File: config.mk
export PLATFORM = sky130hd
export DESIGN_NAME = int_priority_ctrl
export DESIGN_NICKNAME = d
export VERILOG_FILES = /design/src/rtl/int_priority_ctrl.sv
export SDC_FILE = /design/constraint.sdc
export NUM_CORES = 1
export LEC_CHECK = 0
export ABC_AREA = 1
export BUFFER_PORTS_ARGS = -buffer_cell sky130_fd_sc_hd__clkbuf_2
export CAP_MARGIN = 20
export CORE_AREA = 8 8 62 85
export DETAILED_ROUTE_END_ITERATION = 10
export DIE_AREA = 0 0 70 93
export PLACE_DENSITY_LB_ADDON = 0.2
export SETUP_SLACK_MARGIN = 0.2
export SYNTH_ARGS = -nofsm -noshare
export SYNTH_HDL_FRONTEND = slang
export SYNTH_SLANG_ARGS = --single-unit
File: constraint.sdc
create_clock -name fast_clock_i -period 3.1 [get_ports fast_clock_i]
set_input_delay 0.465 -clock fast_clock_i [delete_from_list [all_inputs] [get_ports fast_clock_i]]
set_output_delay 0.465 -clock fast_clock_i [all_outputs]
set_load 0.02 [all_outputs]
File: src/rtl/int_priority_ctrl.sv
// Eight-line vectored interrupt controller: edge-latched pending bits, mask,
// fixed lowest-index-first priority and an IDLE/REQ/SERV handshake with the CPU.
module int_priority_ctrl #(
  parameter int NUM_LINES = 8
) (
  input  logic                 fast_clock_i,
  input  logic                 reset_i,
  input  logic [NUM_LINES-1:0] irq_i,
  input  logic [1:0]           addr_i,
  input  logic                 wr_i,
  input  logic [7:0]           dat_i,
  output logic [7:0]           dat_o,
  input  logic                 iack_i,
  output logic                 n_int_o,
  output logic [7:0]           vec_o
);

  localparam logic [1:0] ADDR_MASK    = 2'd0;
  localparam logic [1:0] ADDR_PENDING = 2'd1;
  localparam logic [1:0] ADDR_VBASE   = 2'd2;
  localparam logic [1:0] ADDR_STATUS  = 2'd3;

  typedef enum logic [1:0] {
    ST_IDLE = 2'd0,
    ST_REQ  = 2'd1,
    ST_SERV = 2'd2
  } state_t;

  state_t               state_q;
  logic [NUM_LINES-1:0] irq_prev_q;
  logic                 hist_valid_q;
  logic [NUM_LINES-1:0] pending_q;
  logic [NUM_LINES-1:0] pending_d;
  logic [NUM_LINES-1:0] mask_q;
  logic [7:0]           vbase_q;
  logic [2:0]           idx_q;
  logic                 in_service_q;
  logic [7:0]           vec_q;
  logic                 n_int_q;

  logic [NUM_LINES-1:0] edge_s;
  logic [NUM_LINES-1:0] clear_s;
  logic [NUM_LINES-1:0] eligible_s;
  logic [2:0]           winner_s;
  logic                 ack_s;
  logic                 eoi_s;

  function automatic logic [2:0] lowest_index(input logic [NUM_LINES-1:0] v);
    lowest_index = 3'd0;
    for (int i = NUM_LINES - 1; i >= 0; i--) begin
      if (v[i]) begin
        lowest_index = i[2:0];
      end else begin
        lowest_index = lowest_index;
      end
    end
  endfunction

  // Edge detect, pending next-state (set beats clear) and priority encode.
  // The first sample after reset only primes the history, so a line held
  // high through reset is not taken as an edge.
  always_comb begin
    edge_s     = hist_valid_q ? (irq_i & ~irq_prev_q) : {NUM_LINES{1'b0}};
    ack_s      = (state_q == ST_REQ) && iack_i;
    eoi_s      = wr_i && (addr_i == ADDR_STATUS);
    clear_s    = {NUM_LINES{1'b0}};
    if (wr_i && (addr_i == ADDR_PENDING)) begin
      clear_s = dat_i[NUM_LINES-1:0];
    end else begin
      clear_s = {NUM_LINES{1'b0}};
    end
    if (ack_s) begin
      clear_s = clear_s | ({{(NUM_LINES-1){1'b0}}, 1'b1} << idx_q);
    end else begin
      clear_s = clear_s;
    end
    pending_d  = (pending_q & ~clear_s) | edge_s;
    eligible_s = pending_q & mask_q;
    winner_s   = lowest_index(eligible_s);
  end

  // Register read mux.
  always_comb begin
    dat_o = 8'h00;
    case (addr_i)
      ADDR_MASK:    dat_o = mask_q;
      ADDR_PENDING: dat_o = pending_q;
      ADDR_VBASE:   dat_o = vbase_q;
      ADDR_STATUS:  dat_o = {in_service_q, 4'b0000, idx_q};
      default:      dat_o = 8'h00;
    endcase
  end

  // Request history, pending latch and CPU-writable configuration.
  always_ff @(posedge fast_clock_i or posedge reset_i) begin
    if (reset_i) begin
      irq_prev_q   <= {NUM_LINES{1'b0}};
      hist_valid_q <= 1'b0;
      pending_q    <= {NUM_LINES{1'b0}};
      mask_q       <= {NUM_LINES{1'b0}};
      vbase_q      <= 8'h00;
    end else begin
      irq_prev_q   <= irq_i;
      hist_valid_q <= 1'b1;
      pending_q    <= pending_d;
      if (wr_i && (addr_i == ADDR_MASK)) begin
        mask_q <= dat_i[NUM_LINES-1:0];
      end
      if (wr_i && (addr_i == ADDR_VBASE)) begin
        vbase_q <= dat_i;
      end
    end
  end

  // Handshake FSM; n_int_o, vec_o, idx and in_service are all registered here.
  always_ff @(posedge fast_clock_i or posedge reset_i) begin
    if (reset_i) begin
      state_q      <= ST_IDLE;
      idx_q        <= 3'd0;
      in_service_q <= 1'b0;
      vec_q        <= 8'h00;
      n_int_q      <= 1'b1;
    end else begin
      case (state_q)
        ST_IDLE: begin
          if (eligible_s != {NUM_LINES{1'b0}}) begin
            idx_q   <= winner_s;
            state_q <= ST_REQ;
            n_int_q <= 1'b0;
          end else begin
            n_int_q <= 1'b1;
          end
        end
        ST_REQ: begin
          if (ack_s) begin
            vec_q        <= {vbase_q[7:4], idx_q, 1'b0};
            in_service_q <= 1'b1;
            state_q      <= ST_SERV;
            n_int_q      <= 1'b1;
          end else if (eligible_s == {NUM_LINES{1'b0}}) begin
            state_q <= ST_IDLE;
            n_int_q <= 1'b1;
          end else begin
            idx_q   <= winner_s;
            n_int_q <= 1'b0;
          end
        end
        ST_SERV: begin
          n_int_q <= 1'b1;
          if (eoi_s) begin
            in_service_q <= 1'b0;
            state_q      <= ST_IDLE;
          end
        end
        default: begin
          state_q      <= ST_IDLE;
          in_service_q <= 1'b0;
          n_int_q      <= 1'b1;
        end
      endcase
    end
  end

  assign n_int_o = n_int_q;
  assign vec_o   = vec_q;

endmodule

==> metrics.md, run 1 <==
| Metric | Value |
|---|---|
| Met2 usage | `0.2468` |
| GRT met3 Usage | `0.05514` |
| Die Footprint | `about 6500 um2` |
| Ports | `39` |
| Final Max Tran Viols | `0` |
| Net Switching | `approximately 0.00067 W` |
| Leakage | `1.272 nW` |
| Crit path time final | `about 1.8 ns` |
| Synthesis-stage register bit count | `47` |
| Area growth syn-to-layout | `14.83%` |
| Core area | `approximately 4000 um2` |
| Clk buf depth | `2` |
| CTS Hold Bufs | `0` |
| Synth unique cells | `24` |
| VDD IR max | `0.5314 mV` |
| Global route overflow | `0` |
| Die Width | `70 um` |
| Post-CTS Setup Repair Bufs | `0` |
| Die Ht | `93 um` |
| Met1 Use GR | `0.1769` |
| Tot Pwr | `around 0.0018 W` |
| Final WL | `4646 um` |
| Worst Path Arrival | `1.36 ns` |
| Routed via count | `between 1,500 and 2,000` |
| Initial core utilization | `0.5209` |
| Cell family with most CP delay | `buffers and inverters` |
| Placed standard-cell area | `approximately 2300 um2` |
| Crit. End Element | `output port` |
| Post-route setup TNS | `0 ns` |
| CTS root buf | `clkbuf_8` |
| Drt first pass iters | `4` |
| H-tree levels | `2` |
| Worst-Skew Late Latency | `~0.29 ns` |
| Clock network power share | `0.203` |
| Flop pwr share | `0.487` |
| Max Clock Skew | `~0.0057 ns` |
| Post-Syn Area | `2117 um2` |
| RSZ-0062 raised after global routing | `no` |
| CTS Sinks | `47` |
| Internal power | `between 0.001 and 0.0015 W` |
| Rows | `28` |
| Finished Layout Cells | `between 300 and 400` |
| Cells after Synth | `between 200 and 250` |
| Vias in the first global route | `around 1,800` |
| Busiest layer in global routing | `met2` |
| Comb power frac | `0.310` |
| Share of layout cells above drive strength 1 | `0.2211` |
| Sequential share of the synthesized area | `0.5561` |
| Tightest Hold Check Type | `primary input to asynchronous set/reset pin` |
| CTS clock-pin slew for the worst setup and hold paths | `roughly 0.080 ns` |
| I/O Buffers | `37` |
| Final instance area | `around 2400 um2` |
| First-pass GRT wire length | `between 8000 and 9000 um` |
| Max-cap violations | `0` |
| CTS Buf Count | `5` |
| YS warnings | `0` |
| CP most frequent cell | `clkbuf_2` |
| CP max stage cell | `inv_1` |
| DR WL/cell | `about 14 um` |
| Vias/cell | `roughly 5.1` |
| Crit path buf inv count | `4` |
| Detail Route Antenna Nets | `0` |
| P per Cell Area | `around 750 nW/um2` |
| Worst-path cell chain | `clkbuf_2 -> inv_2 -> nand2_2 -> inv_1 -> nand2_1 -> o2111ai_1 -> clkbuf_2` |
| Initial antenna violation count | `0` |
| CP max stage delay | `around 0.22 ns` |
| Sw Ratio | `0.3705` |
| Mean Syn Cell Area | `8.676 um2` |
| Final hold slack | `between 0.01 and 0.015 ns` |
| Worst-path maximum fanout | `8` |
| Resized Gates After CTS | `0` |
| Placed Cells | `321` |
| Status | `finished clean` |
| Total Routing Usage GR | `0.1535` |
| Final HPWL DP | `about 3600 um` |
| CP Class | `primary input to output port` |
| Max frequency | `~550 MHz` |
| CP Launch Type | `primary input` |
| GP Congestion | `roughly 0.82` |
| Pin count of the biggest net entering global routing | `48` |
| Residual DRC | `0` |
| Critical Path RT | `between 2 and 3 ns` |
| CTS tree | `built` |
| Final Cycle Share | `0.5887` |
| Syn_nets | `266` |
| Diodes inserted | `0` |
| Initial DRC count | `71` |
| Finish-stage setup viols | `0` |
| Layout Nets | `roughly 300` |
| Fin. Hold Viols | `0` |
==> area by class of cell <==
type | instances | area (um2)
timing repair buffer | 38 | 205.2
clock inverter | 1 | 5.005
fill | 395 | 1633
clock buffer | 7 | 86.33
multi-input combinational | 170 | 818.3
tap | 45 | 56.30
sequential | 47 | 1177
inverter | 22 | 82.58
==> kinds of logic (layout without fill, tap and decap cells) <==
kind of cell / Yosys count / after routing / synth area share
AOI/OAI and AO/OA: 37 / 37 / 0.1176
and+or+nand+nor: 131 / 131 / 0.2654
other: 2 / 2 / 0.003547
DFF: 47 / 47 / 0.5561
buffers and inverters: 27 / 68 / 0.05733
==> Yosys cell counts <==
| master | number | share of area |
|---|---|---|
| inv_2 | 1 | 0.0018 |
| buf_4 | 1 | 0.0035 |
| conb_1 | 2 | 0.0035 |
| nand3_1 | 6 | 0.014 |
| nor2_1 | 3 | 0.0053 |
| buf_1 | 1 | 0.0018 |
| a21oi_1 | 2 | 0.0047 |
| nand2_4 | 1 | 0.0053 |
| inv_1 | 21 | 0.037 |
| buf_6 | 2 | 0.011 |
| dfstp_2 | 1 | 0.012 |
| o21ai_0 | 13 | 0.031 |
| nand2_2 | 2 | 0.0059 |
| o2111ai_1 | 3 | 0.012 |
| nor2_2 | 1 | 0.0030 |
| o21ai_2 | 8 | 0.033 |
| o21ai_1 | 2 | 0.0047 |
| dfrtp_1 | 46 | 0.54 |
| nand3b_1 | 6 | 0.021 |
| nand4_1 | 1 | 0.0030 |
| buf_2 | 1 | 0.0024 |
| o211ai_1 | 9 | 0.032 |
| nand2_1 | 108 | 0.19 |
| nor2_4 | 3 | 0.016 |
==> registers in the layout, indices dropped and copies added, names as in the netlist <==
| name | count |
|---|---|
| vbase_q | 8 |
| n_int_o | 1 |
| in_service_q | 1 |
| vec_o | 7 |
| state_q | 2 |
| hist_valid_q | 1 |
| pending_q | 8 |
| irq_prev_q | 8 |
| idx_q | 3 |
| mask_q | 8 |
==> power groups by stage <==
stage / combinational [W] / sequential, W / clock, W
2_1_floorplan: 0.000351 / 0.000921 / 0
3_3_place_gp: 0.000560 / 0.000893 / 0
3_5_place_dp: 0.000568 / 0.000897 / 0
4_1_cts: 0.000570 / 0.000886 / 0.000380
5_1_grt: 0.000651 / 0.000903 / 0.000398
6_report: 0.000563 / 0.000886 / 0.000369
==> worst register-to-register path: stages (launching register included) <==
cell and delay [ns]:
dfrtp_1 0.38, nand2_1 0.07, nor2_2 0.28, nand2_1 0.21, o211ai_1 0.21, o21ai_0 0.11
==> path summary, 6_finish.rpt <==
| kind | startpoint | endpoint | slack (ns) | depth (start not counted) |
|---|---|---|---|---|
| max | addr_i[1] | dat_o[2] | 1.28 | 7 |
| min reg2reg | irq_prev_q[4]$_DFF_PP0_ | pending_q[4]$_DFF_PP0_ | 0.42 | 1 |
| min in group fast_clock_i | irq_i[5] | irq_prev_q[5]$_DFF_PP0_ | 0.29 | 1 |
| max reg2reg | state_q[0]$_DFFE_PP0P_ | pending_q[5]$_DFF_PP0_ | 1.73 | 5 |
| max in group asynchronous | reset_i | n_int_o$_DFF_PP1_ | 2.59 | 3 |
| min | reset_i | vbase_q[5]$_DFFE_PP0P_ | 0.01 | 2 |
==> per-stage QoR <==
step / utilization / setup slack (ns)
after floorplan: - / 1.521
after global placement: 0.5708 / 1.290
after detailed placement: 0.5708 / 1.258
after CTS: 0.5933 / 1.260
after global routing: 0.5982 / 1.170
final: 0.5982 / 1.275
==> cells in the final DEF (no fill, tap or decap) <==
cell type and instances:
dfrtp_1 46, nor2_1 3, nand3_1 6, o21ai_2 8
inv_2 2, buf_12 1, nand2_1 108, inv_1 20
o2111ai_1 3, nor2_2 1, dfstp_2 1, o211ai_1 9
nand4_1 1, nand2_4 1, nand3b_1 6, clkbuf_2 37
a21oi_1 2, o21ai_0 13, conb_1 2, o21ai_1 2
nand2_2 2, clkbuf_1 1, clkbuf_8 6, clkinv_2 1
nor2_4 3
==> metal layers <==
metal  routed length [um]  up-vias
met2                 2230       39
met5                    0        -
li1                     -      859
met3                  287       11
met4                  153        0
met1                 1974      789
(Power assumes the default switching activity.)
==> inputs of run 2 (changes only) <==
- CORE_AREA: 8 8 62 85 -> 8 8 62 86
- DIE_AREA: 0 0 70 93 -> 0 0 70 94
- clock period: 3.1 -> 1.7 ns (I/O delays scaled with it)
==> run 2 against run 1 <==
  * Clock power is 120% higher
  * Final cell count is 0.91% higher
  * Count of clock-buffer cells in the layout is 2 lower
  * Clock skew hardly changed
  * Sequential power is 83% higher
  * Worst setup slack worse by 1.0 ns
  * Combinational power is 88% higher
  * First-iteration DRC count is 15% lower
  * Core utilization is 1.0 points higher
  * Sequential share of layout area is 0.81 points lower
  * Design area is 1.7% higher
  * Largest cell class unchanged
  * Largest power group unchanged
==> metrics.md, run 2 (synthesis results as in run 1) <==
| Metric | Value |
|---|---|
| Status | `finished clean` |
| Vias in the first global route | `between 1,500 and 2,000` |
| H-tree levels | `2` |
| Ports | `39` |
| Global route overflow | `0` |
| Layout Nets | `about 310` |
| Post-layout util | `0.6084` |
| Die Width | `around 70 um` |
| Final hold slack | `0.06207 ns` |
| Die Ht | `94 um` |
| Finish-stage setup viols | `0` |
| R2R Path Start | `pending_q[2]$_DFF_PP0_` |
| Area growth syn-to-layout | `16.78%` |
| CP max stage cell | `dfrtp_1` |
| Placed Cells | `around 320` |
| Worst-path cell chain | `inv_2 -> o2111ai_1 -> buf_4` |
| Flop pwr share | `0.463` |
| Post-route setup TNS | `0 ns` |
| Routed via count | `between 1,500 and 2,000` |
| Internal power | `0.002217 W` |
| R2R Setup Slk | `between 0.4 and 0.5 ns` |
| Share of layout cells above drive strength 1 | `0.2396` |
| CTS Sinks | `47` |
| Clk buf depth | `2` |
| Core area | `approximately 4000 um2` |
| Most common cell after layout, fill and taps aside | `nand2_1` |
| Initial DRC count | `60` |
| Initial core utilization | `0.5209` |
| Post-CTS Setup Repair Bufs | `0` |
| Total Routing Usage GR | `0.1552` |
| Cell family with most CP delay | `flip-flops` |
| CTS tree | `built` |
| Net Switching | `between 0.001 and 0.0015 W` |
| Vias/cell | `~5` |
| Max-cap violations | `0` |
| First-pass GRT wire length | `8252 um` |
| Final HPWL DP | `around 3700 um` |
| P per Cell Area | `1413 nW/um2` |
| Sw Ratio | `0.3654` |
| CP Launch Type | `register` |
| Crit path time final | `around 1.4 ns` |
| Initial antenna violation count | `0` |
| Leakage | `between 1 and 1.5 nW` |
| Clock network power share | `0.235` |
| Pre-CTS setup slack | `around 0.30 ns` |
| Worst Path Arrival | `~1.2 ns` |
| Comb power frac | `0.302` |
| VDD IR max | `roughly 1.0 mV` |
| Critical Path Start | `idx_q[1]$_DFFE_PP0P_` |
| Pin count of the biggest net entering global routing | `23` |
| Fin. Hold Viols | `0` |
| CTS Buf Count | `5` |
| Final WL | `4777 um` |
| Detail Route Antenna Nets | `0` |
| RSZ-0062 raised after global routing | `no` |
| Cells on Worst Hold Path | `1` |
| Max frequency | `695.1 MHz` |
| Worst setup margin | `roughly 0.26 ns` |
| Rows | `28` |
| I/O Buffers | `37` |
| R2r worst-path depth | `7` |
| Most frequent cells in the layout | `nand2_1, dfrtp_1, clkbuf_2, inv_1, o21ai_0` |
| Residual DRC | `0` |
| Crit path buf inv count | `2` |
| Critical Path RT | `between 1 and 1.5 ns` |
| CP Class | `register to output port` |
| Final Cycle Share | `0.8463` |
| CTS root buf | `clkbuf_8` |
| Die Footprint | `between 6000 and 7000 um2` |
| Final Max Tran Viols | `0` |
| Worst-path maximum fanout | `5` |
| Worst Hold End | `irq_prev_q[5]$_DFF_PP0_` |
| Min-delay src | `irq_i[5]` |
| Worst-Skew Late Latency | `between 0.3 and 0.4 ns` |
| Tightest Hold Check Type | `primary input to register` |
| Max Clock Skew | `roughly 0.006 ns` |
| Crit. End Element | `output port` |
| Drt first pass iters | `4` |
| Reg2reg end | `idx_q[1]$_DFFE_PP0P_` |
| GP Congestion | `0.8412` |
| Diodes inserted | `0` |
| Finished Layout Cells | `between 300 and 400` |
| CTS clock-pin slew for the worst setup and hold paths | `about 0.090 ns` |
| DR WL/cell | `roughly 14 um` |
| CP max stage delay | `roughly 0.39 ns` |
## run 2: cell types whose count changed in the layout (fill, tap and decap cells not counted), sizes merged
cell	before	now
clkbuf	44	40
buf	1	5
bufinv	0	1
clkinv	1	2
dlygate4sd3	0	1
## run 2: timing repair
| item | CTS | global route |
|---|---|---|
| hold buffers | 1 | 0 |
| gates resized for setup | 0 | 7 |
| hold endpoints to repair | 5 | 0 |
| endpoints found under the setup margin | 0 | 4 |
## run 2: worst max path at each step
| stage | end | slack [ns] | cells past startpoint |
|---|---|---|---|
| floorplan | hist_valid_q$_DFF_PP0_ | 0.33 | 1 |
| global placement | dat_o[1] | 0.31 | 7 |
| detailed placement | dat_o[1] | 0.30 | 7 |
| CTS | dat_o[1] | 0.21 | 3 |
| global route | dat_o[2] | 0.21 | 7 |
| finish | dat_o[1] | 0.26 | 3 |
## run 2: through the flow
| step | cell area (um2) | power, W |
|---|---|---|
| 6_report | 2472 | 0.003493 |
| 3_3_place_gp | 2342 | 0.002662 |
| 5_1_grt | 2472 | 0.003748 |
| 3_5_place_dp | 2342 | 0.002686 |
| 4_1_cts | 2465 | 0.003508 |
| 2_1_floorplan | 2117 | 0.002320 |
## run 2: layout make-up
cell class / count / area (um2)
clock buffers: 5 / 68.82
flip-flops and latches: 47 / 1177
inverters: 22 / 82.58
multi-input cells: 170 / 820.8
clock inverters: 3 / 43.79
fillers: 392 / 1592
repair buffers: 41 / 222.7
well taps: 45 / 56.30
## run 2: power groups by stage
stage               clock [W]  combinational (W)  sequential, W
detailed placement          0            0.00105        0.00163
floorplan                   0           0.000640        0.00168
CTS                  0.000838            0.00106        0.00161
global placement            0            0.00103        0.00163
finish               0.000822            0.00106        0.00162
global route         0.000870            0.00122        0.00166
## run 2: layer usage
| metal | part of all wire | GRT usage |
|---|---|---|
| met4 | 0.030 | 0.08571 |
| met3 | 0.048 | 0.04868 |
| met5 | 0 | 0 |
| met2 | 0.48 | 0.2422 |
| met1 | 0.44 | 0.1862 |
==> inputs of run 3 (changes only) <==
- CORE_AREA: 8 8 62 86 -> 8 8 65 89
- DIE_AREA: 0 0 70 94 -> 0 0 73 97
- clock period: 1.7 -> 1.32 ns (I/O delays scaled with it)
==> run 3 against run 2 <==
  * Largest power group is now combinational logic
  * Core utilization is 5.1 points higher
  * First-iteration DRC count is 70% higher
  * Clock skew is 0.0057 ns higher
  * Worst setup slack worse by 0.32 ns
  * Critical endpoint is now dat_o[2]
  * Register-to-register slack worse by 0.37 ns
  * Count of clock-buffer cells in the layout is 1 higher
  * The flow now finishes with violations (negative setup slack)
  * Global-route usage is 0.065 points higher
  * Largest cell class unchanged
  * Sequential share of layout area is 7.6 points lower
  * Flip-flop and latch count stayed put
  * Critical path depth is 1 higher
  * Die area is 7.6% higher
==> metrics.md, run 3 (synthesis results as in run 1) <==
| Metric | Value |
|---|---|
| Core area | `between 4000 and 5000 um2` |
| GRT met3 Usage | `0.03616` |
| Worst setup path endpoint | `dat_o[2]` |
| Max Clock Skew | `0.01175 ns` |
| Final Cycle Share | `1.042` |
| Leakage | `roughly 1.5 nW` |
| R2r worst-path depth | `5` |
| Busiest layer in global routing | `met2` |
| Crit. End Element | `output port` |
| Die Ht | `97 um` |
| Met1 Use GR | `0.1811` |
| Status | `complete, but fails checks` |
| R2R Path Start | `state_q[0]$_DFFE_PP0P_` |
| VDD IR max | `1.244 mV` |
| Critical Path RT | `between 1 and 1.5 ns` |
| Die Width | `73 um` |
| Worst setup margin | `-0.05598 ns` |
| Vias in the first global route | `~1,900` |
| Tightest Hold Check Type | `primary input to register` |
| Final WL | `5329 um` |
| Die Footprint | `between 7000 and 8000 um2` |
| Diodes inserted | `0` |
| DR WL/cell | `14.29 um` |
| Rows | `29` |
| Worst-Skew Late Latency | `approximately 0.3 ns` |
| Max-cap violations | `0` |
| CP Launch Type | `register` |
| Initial DRC count | `between 100 and 150` |
| Area growth syn-to-layout | `38.95%` |
| Residual DRC | `0` |
| Clk buf depth | `2` |
| Most common cell after layout, fill and taps aside | `nand2_1` |
| Post-route setup TNS | `-0.1215 ns` |
| Tot Pwr | `0.005472 W` |
| RSZ-0062 raised after global routing | `yes` |
| Detail Route Antenna Nets | `0` |
| Footprint of the multi-input gates | `940.9 um2` |
| Final hold slack | `0.01389 ns` |
| P per Cell Area | `1860 nW/um2` |
| Area taken by flip-flops and latches | `1177 um2` |
| GP Congestion | `~0.9` |
| H-tree levels | `2` |
| Ports | `39` |
| Fin. Hold Viols | `0` |
| Placed Cells | `349` |
| Finished Layout Cells | `approximately 370` |
| Routed via count | `about 1,900` |
| Initial core utilization | `0.4743` |
| Most frequent cells in the layout | `nand2_1, dfrtp_1, clkbuf_2, nand2_2, inv_1` |
| Global route overflow | `0` |
| CTS root buf | `clkbuf_8` |
| FILL cells | `between 300 and 400` |
| Drt first pass iters | `4` |
| CTS clock-pin slew for the worst setup and hold paths | `roughly 0.090 ns` |
| CTS tree | `built` |
| Initial antenna violation count | `0` |
| Finish-stage setup viols | `7` |
| R2R Setup Slk | `about 0.060 ns` |
| CTS Buf Count | `5` |
| Share of layout cells above drive strength 1 | `0.3891` |
| I/O Buffers | `37` |
| Critical Path Start | `pending_q[2]$_DFF_PP0_` |
| Reg2reg end | `pending_q[2]$_DFF_PP0_` |
| Layout Nets | `about 330` |
| Vias/cell | `5.019` |
| Failing checks | `negative setup slack` |
| Final Max Tran Viols | `0` |
| Pin count of the biggest net entering global routing | `48` |
| First-pass GRT wire length | `between 8000 and 9000 um` |
| Final HPWL DP | `3897 um` |
| Max frequency | `a little over 700 MHz` |
| Total Routing Usage GR | `0.1559` |
| Worst-path maximum fanout | `2` |
| Worst Path Arrival | `approximately 1.2 ns` |
| CTS Sinks | `47` |
| Crit path time final | `approximately 1.4 ns` |
| CP Class | `register to output port` |
| Pre-CTS setup slack | `0.05529 ns` |
| Met2 usage | `0.2592` |
## run 3: cell type report
type                            count  share of cell area
Sequential cell                    47              0.4003
Clock buffer                        6             0.02467
Timing Repair inverter              1            0.002552
Inverter                           22             0.03063
Tap cell                           62             0.02637
Clock inverter                      2             0.02042
Timing Repair Buffer               63              0.1752
Multi-Input combinational cell    170              0.3199
## run 3: critical path, stage by stage (launching register included)
cell	delay, ns
dfrtp_1	0.40
buf_6	0.13
nand2_2	0.06
o2111ai_2	0.11
clkbuf_8	0.18
## run 3: timing repair
| item | in CTS | in global routing |
|---|---|---|
| hold buffers | 1 | 0 |
| resized for setup | 56 | 20 |
| endpoints found under the hold margin | 46 | 0 |
| pin swaps | 8 | 7 |
| buffers inserted | 10 | 4 |
| endpoints found under the setup margin | 20 | 31 |
| gates cloned | 0 | 1 |
## run 3: worst min-delay path by stage
| stage | start | end | slack, ns | depth (start not counted) |
|---|---|---|---|---|
| global placement | reset_i | vbase_q[4]$_DFFE_PP0P_ | 0.26 | 3 |
| finish | irq_i[6] | irq_prev_q[6]$_DFF_PP0_ | 0.01 | 1 |
| global route | irq_i[5] | irq_prev_q[5]$_DFF_PP0_ | 0.007 | 1 |
| floorplan | reset_i | hist_valid_q$_DFF_PP0_ | 0.22 | 1 |
| detailed placement | reset_i | vbase_q[3]$_DFFE_PP0P_ | 0.27 | 3 |
| CTS | irq_i[5] | irq_prev_q[5]$_DFF_PP0_ | 0.009 | 1 |
## run 3: layer usage
layer | vias up | wire length [um]
li1 | 918 | -
met1 | 890 | 2139
met2 | 52 | 2737
met3 | 12 | 287
met4 | 0 | 165
met5 | - | 0
## run 3: through the flow
stage                     area [um2]  utilization
after global routing            2942       0.6591
final                           2942       0.6591
after global placement          2440       0.5467
after CTS                       2853       0.6392
after floorplan                 2121            -
after detailed placement        2440       0.5467
## run 3: report_power, final
| group | switching, W | internal [W] | leakage (nW) |
|---|---|---|---|
| clock | 0.000464 | 0.000757 | 0.0654 |
| sequential | 0.000284 | 0.00182 | 0.568 |
| combinational | 0.00115 | 0.000997 | 0.855 |
